<file path="config.mk">
export PLATFORM = sky130hd
export DESIGN_NAME = count_sequencer
export DESIGN_NICKNAME = d
export VERILOG_FILES = /design/src/rtl/count_sequencer.sv
export SDC_FILE = /design/constraint.sdc
export NUM_CORES = 1
export LEC_CHECK = 0
export ABC_AREA = 1
export BUFFER_PORTS_ARGS = -buffer_cell sky130_fd_sc_hd__buf_2
export CAP_MARGIN = 15
export CORE_MARGIN = 1.5
export CORE_UTILIZATION = 50
export DETAILED_ROUTE_END_ITERATION = 10
export PLACE_DENSITY = 0.71
export SYNTH_ARGS = -nofsm -noshare
export SYNTH_HDL_FRONTEND = slang
export SYNTH_SLANG_ARGS = --single-unit
</file>
<file path="constraint.sdc">
create_clock -name clk -period 1.87 [get_ports clk]
set_clock_uncertainty 0.05 [all_clocks]
set_input_delay 0.0935 -clock clk [delete_from_list [all_inputs] [get_ports clk]]
set_output_delay 0.0935 -clock clk [all_outputs]
set_load 0.005 [all_outputs]
</file>
<file path="src/rtl/count_sequencer.sv">
// rtl/count_sequencer.sv - run/step/halt sequencer for an external up/down event counter
module count_sequencer #(
    parameter int WIDTH    = 4,
    parameter int PRESCALE = 1000000
) (
    input  logic             clk,
    input  logic             rst,
    input  logic             start_p,
    input  logic             stop_p,
    input  logic             step_p,
    input  logic             clr_p,
    input  logic             dir,
    input  logic             wrap,
    input  logic [WIDTH-1:0] limit,
    input  logic [WIDTH-1:0] count_in,
    output logic             inc_o,
    output logic             dec_o,
    output logic             clr_o,
    output logic             running,
    output logic             done,
    output logic             at_limit
);

    localparam int PW = $clog2(PRESCALE);
    localparam logic [PW-1:0] PS_LAST = PW'(PRESCALE - 1);

    typedef enum logic [1:0] {
        IDLE = 2'd0,
        RUN  = 2'd1,
        HALT = 2'd2
    } state_t;

    state_t        state_q, state_d;
    logic [PW-1:0] presc_q, presc_d;
    logic          inc_q, inc_d;
    logic          dec_q, dec_d;
    logic          clr_q, clr_d;
    logic          running_q, running_d;
    logic          done_q, done_d;

    logic tick;
    logic move_inc;
    logic move_dec;
    logic move_clr;
    logic move_stall;

    // Terminal value depends on direction: limit going up, zero going down.
    assign at_limit = dir ? (count_in == limit) : (count_in == '0);

    assign tick = (state_q == RUN) && (presc_q == PS_LAST);

    // What a single move would do given the current count, direction and wrap mode.
    always_comb begin
        move_inc   = dir && !at_limit;
        move_clr   = dir && at_limit && wrap;
        move_dec   = !dir && (!at_limit || wrap);
        move_stall = at_limit && !wrap;
    end

    // Next-state, prescaler and strobe decisions; clear outranks every other command.
    always_comb begin
        state_d = state_q;
        presc_d = presc_q;
        inc_d   = 1'b0;
        dec_d   = 1'b0;
        clr_d   = 1'b0;
        done_d  = 1'b0;

        if (clr_p) begin
            clr_d   = 1'b1;
            state_d = IDLE;
            presc_d = '0;
        end else begin
            case (state_q)
                IDLE: begin
                    if (start_p) begin
                        state_d = RUN;
                        presc_d = '0;
                    end else if (step_p) begin
                        // A stalled step in IDLE is silent: no strobe and no done.
                        inc_d = move_inc;
                        dec_d = move_dec;
                        clr_d = move_clr;
                    end
                end
                RUN: begin
                    if (stop_p) begin
                        state_d = IDLE;
                        presc_d = '0;
                    end else if (tick) begin
                        presc_d = '0;
                        if (move_stall) begin
                            state_d = HALT;
                            done_d  = 1'b1;
                        end else begin
                            inc_d = move_inc;
                            dec_d = move_dec;
                            clr_d = move_clr;
                        end
                    end else begin
                        presc_d = presc_q + PW'(1);
                    end
                end
                HALT: begin
                    if (stop_p) begin
                        state_d = IDLE;
                        presc_d = '0;
                    end
                end
                default: begin
                    state_d = IDLE;
                    presc_d = '0;
                end
            endcase
        end

        running_d = (state_d == RUN);
    end

    // State, prescaler and registered outputs; reset drops any strobe in flight.
    always_ff @(posedge clk or posedge rst) begin
        if (rst) begin
            state_q   <= IDLE;
            presc_q   <= '0;
            inc_q     <= 1'b0;
            dec_q     <= 1'b0;
            clr_q     <= 1'b0;
            running_q <= 1'b0;
            done_q    <= 1'b0;
        end else begin
            state_q   <= state_d;
            presc_q   <= presc_d;
            inc_q     <= inc_d;
            dec_q     <= dec_d;
            clr_q     <= clr_d;
            running_q <= running_d;
            done_q    <= done_d;
        end
    end

    assign inc_o   = inc_q;
    assign dec_o   = dec_q;
    assign clr_o   = clr_q;
    assign running = running_q;
    assign done    = done_q;

endmodule

</file>
==> results.md <==
* P_leak at 0.912 nW
* Routed wire length at roughly 3.4 mm
* Switching power total at 0.268 mW
* Synth Area per Inst at 7.22 sq um
* Clock tree buffer depth at 2
* Clock latency on the worst-skew pair at 0.33 ns
* Combinational share of power at 13.9%
* Tmin final at about 1.7 ns
* First-pass GRT wire length at around 6 mm
* Yosys warnings at 0
* Die Wd at 60.5 microns
* Htree depth at 1
* Status: completed
* Netlist Area Pre-Place at 0.00165 sq mm
* Sequential fraction of the synthesis area at 40.8%
* Post_cts resized at 0
* Syn nets at 246
* Min-delay worst type: input port to flip-flop
* Slew Limit Headroom at 77.3%
* Vias in the first global route at 1334
* Finish-stage setup viols at 0
* Switching Fraction at 26.7%
* RSZ-0062 raised after global routing: false
* Vias at between 1000 and 1500
* FF-to-FF path depth at 12
* Cts bufs inserted at 3
* Setup TNS at 0 ns
* Async set or reset register ratio after synthesis at 100%
* Site row count at 20
* Dpl hpwl at 2.64 mm
* Antenna Cells at 0
* IO buf count at 21
* Hold Vio Cnt, Final at 0
* Fmax at 0.604 GHz
* Worst path arrival time at 1.85 ns
* Placer Congestion at 0.976
* DR WL/cell at 11.1 microns
* Largest net degree at the start of global routing at 28
* VDD IR max at 350 uV
* Hold Slack at 0.0380 ns
* Clock sinks at 27
* DR DRC count at 0
* Nets at 278
* Hold Path Depth at 5
* Die Ht at 60.5 microns
* CTS Root Cell: clkbuf_4
* I/O pins at 22
* Power Internal at 0.737 mW
* Seq pwr share at 60.5%
* Critical path data required time at 2.06 ns
* Antenna-violating nets left at 0
* #FFs+latches synth at 27
* DRT Pass-1 Iters at 4
* Netlist cell types at 26
* CP Class: flip-flop to flip-flop
* Clock power share at 25.5%
* Finished Core Util at 61.1%
* Number of flops mapped to enable cells by yosys at 0
* GRT Total Usage at 21.4%
* Initial Util at between 50% and 60%
* DR iter-0 viols at 71
* Total die area at 0.00366 sq mm
* Worst-path clk slew at roughly 0.15 ns
* CP Max Fanout at 9
* Pwr Density at 530 mW/mm^2
* Critical path endpoint category: flip-flop
* Synthesis-to-finish area growth at 14.7%
* Slew @ Worst Pin at 0.341 ns
* TritonCTS clock tree: yes
* Core Area at 0.00310 sq mm
* Vias/cell at 4.81
* Max-Cap Viols at 0
* Remaining global-route overflow at 0
* Layout cell share with drive strength beyond 1 at 18.1%
* Antenna violations before repair at 0
* Pins over their slew limit at 0
* Crit path launch type: flip-flop
* Final worst path period share at about nine tenths
* Prevailing post-synth register cell: dfrtp_1
* Post-Synthesis Cells at approximately 230
[cells by family after synthesis]
family / Yosys count / synth area share (%)
and+or+nand+nor: 133 / 38.6
buffers and inverters: 40 / 9.53
DFF: 27 / 40.8
AOI/OAI and AO/OA: 22 / 7.11
xor gates and xnor gates: 6 / 3.18
adders and majority gates: 1 / 0.756
[final timing paths]
check	to	slack, ns	from
max	presc_q[17]	0.21	presc_q[0]
min	dec_o	0.04	wrap
max reg2reg	presc_q[17]	0.21	presc_q[0]
min reg2reg	presc_q[14]	0.47	presc_q[14]
max in group asynchronous	presc_q[12]	1.22	rst
min in group asynchronous	presc_q[2]	0.29	rst
[critical path, stage by stage, from the launching register on]
cell	delay, ns
dfrtp_1	0.42
ha_1	0.18
nand2_1	0.10
inv_1	0.07
nand2_1	0.07
nor2_1	0.09
nand2_1	0.09
nor2_4	0.11
inv_2	0.04
nand2_2	0.08
nand2_4	0.10
inv_4	0.12
nor2_1	0.06
[sequential cells by signal, summed over array words and instances, names as in the netlist]
| signal | flops |
|---|---|
| inc_o | 1 |
| state_q | 2 |
| running | 1 |
| done | 1 |
| clr_o | 1 |
| dec_o | 1 |
| presc_q | 20 |
[metrics by stage]
| step | cells | area [sq um] | worst slack (ns) | power, mW |
|---|---|---|---|---|
| final | 304 | 1900 | 0.215 | 1.01 |
| after global routing | 304 | 1900 | 0.0249 | 1.06 |
| after CTS | 303 | 1890 | 0.177 | 1.00 |
| after detailed placement | 295 | 1820 | 0.190 | 0.740 |
| after global placement | 295 | 1820 | 0.222 | 0.740 |
| after floorplan | 229 | 1650 | 0.369 | 0.697 |
[Yosys cell counts, types with 3 or more instances]
cell type  count  area share (%)
nor2_4         6             4.1
nand2_1       50              11
nand4_1        6             2.3
inv_1         36             8.2
nand3_1       13             3.9
dfrtp_1       27              41
nand2_2        5             1.9
xor2_1         4             2.1
a21oi_1        5             1.5
nand2_4        3             2.0
nor2_1        42             9.5
nor3_1         4             1.2
o21ai_0       11             3.3
[power by group through the flow]
| stage | Sequential [mW] | Clock [mW] | Combinational (mW) |
|---|---|---|---|
| 2_1_floorplan | 0.620 | 0 | 0.0766 |
| 3_3_place_gp | 0.620 | 0 | 0.120 |
| 3_5_place_dp | 0.621 | 0 | 0.119 |
| 4_1_cts | 0.610 | 0.266 | 0.126 |
| 5_1_grt | 0.611 | 0.287 | 0.161 |
| 6_report | 0.609 | 0.257 | 0.140 |
[placed cells by master (no fill, tap or decap), drive strengths merged, types with 3 or more instances in the layout]
cell / netlist / final
a21oi: 5 / 5
buf: 0 / 23
clkbuf: 0 / 3
dfrtp: 27 / 27
dlygate4sd3: 0 / 4
inv: 39 / 39
nand2: 58 / 58
nand3: 14 / 14
nand4: 6 / 6
nor2: 49 / 49
nor3: 4 / 4
o21ai: 13 / 13
xor2: 4 / 4
[final cells by class]
class	count	area [sq um]
clock buffer	3	22.5
clock inverter	1	5.00
fill	325	1210
inverter	40	158
multi-input combinational	162	821
sequential	27	676
tap	44	55.1
timing repair buffer	27	160
[metal layers]
| layer | GRT usage [%] | wire length (microns) | up-vias |
|---|---|---|---|
| li1 | - | - | 777 |
| met3 | 4.48 | 163 | 4 |
| met4 | 4.35 | 21 | 0 |
| met1 | 29.9 | 1710 | 649 |
| met5 | 0 | 0 | - |
| met2 | 34.8 | 1490 | 33 |
[timing repair]
item | in CTS | in global routing
endpoints found under the setup margin | 0 | 4
hold buffers | 4 | 0
endpoints found under the hold margin | 32 | 0
setup buffers | 0 | 1
(Power assumes the default switching activity.)
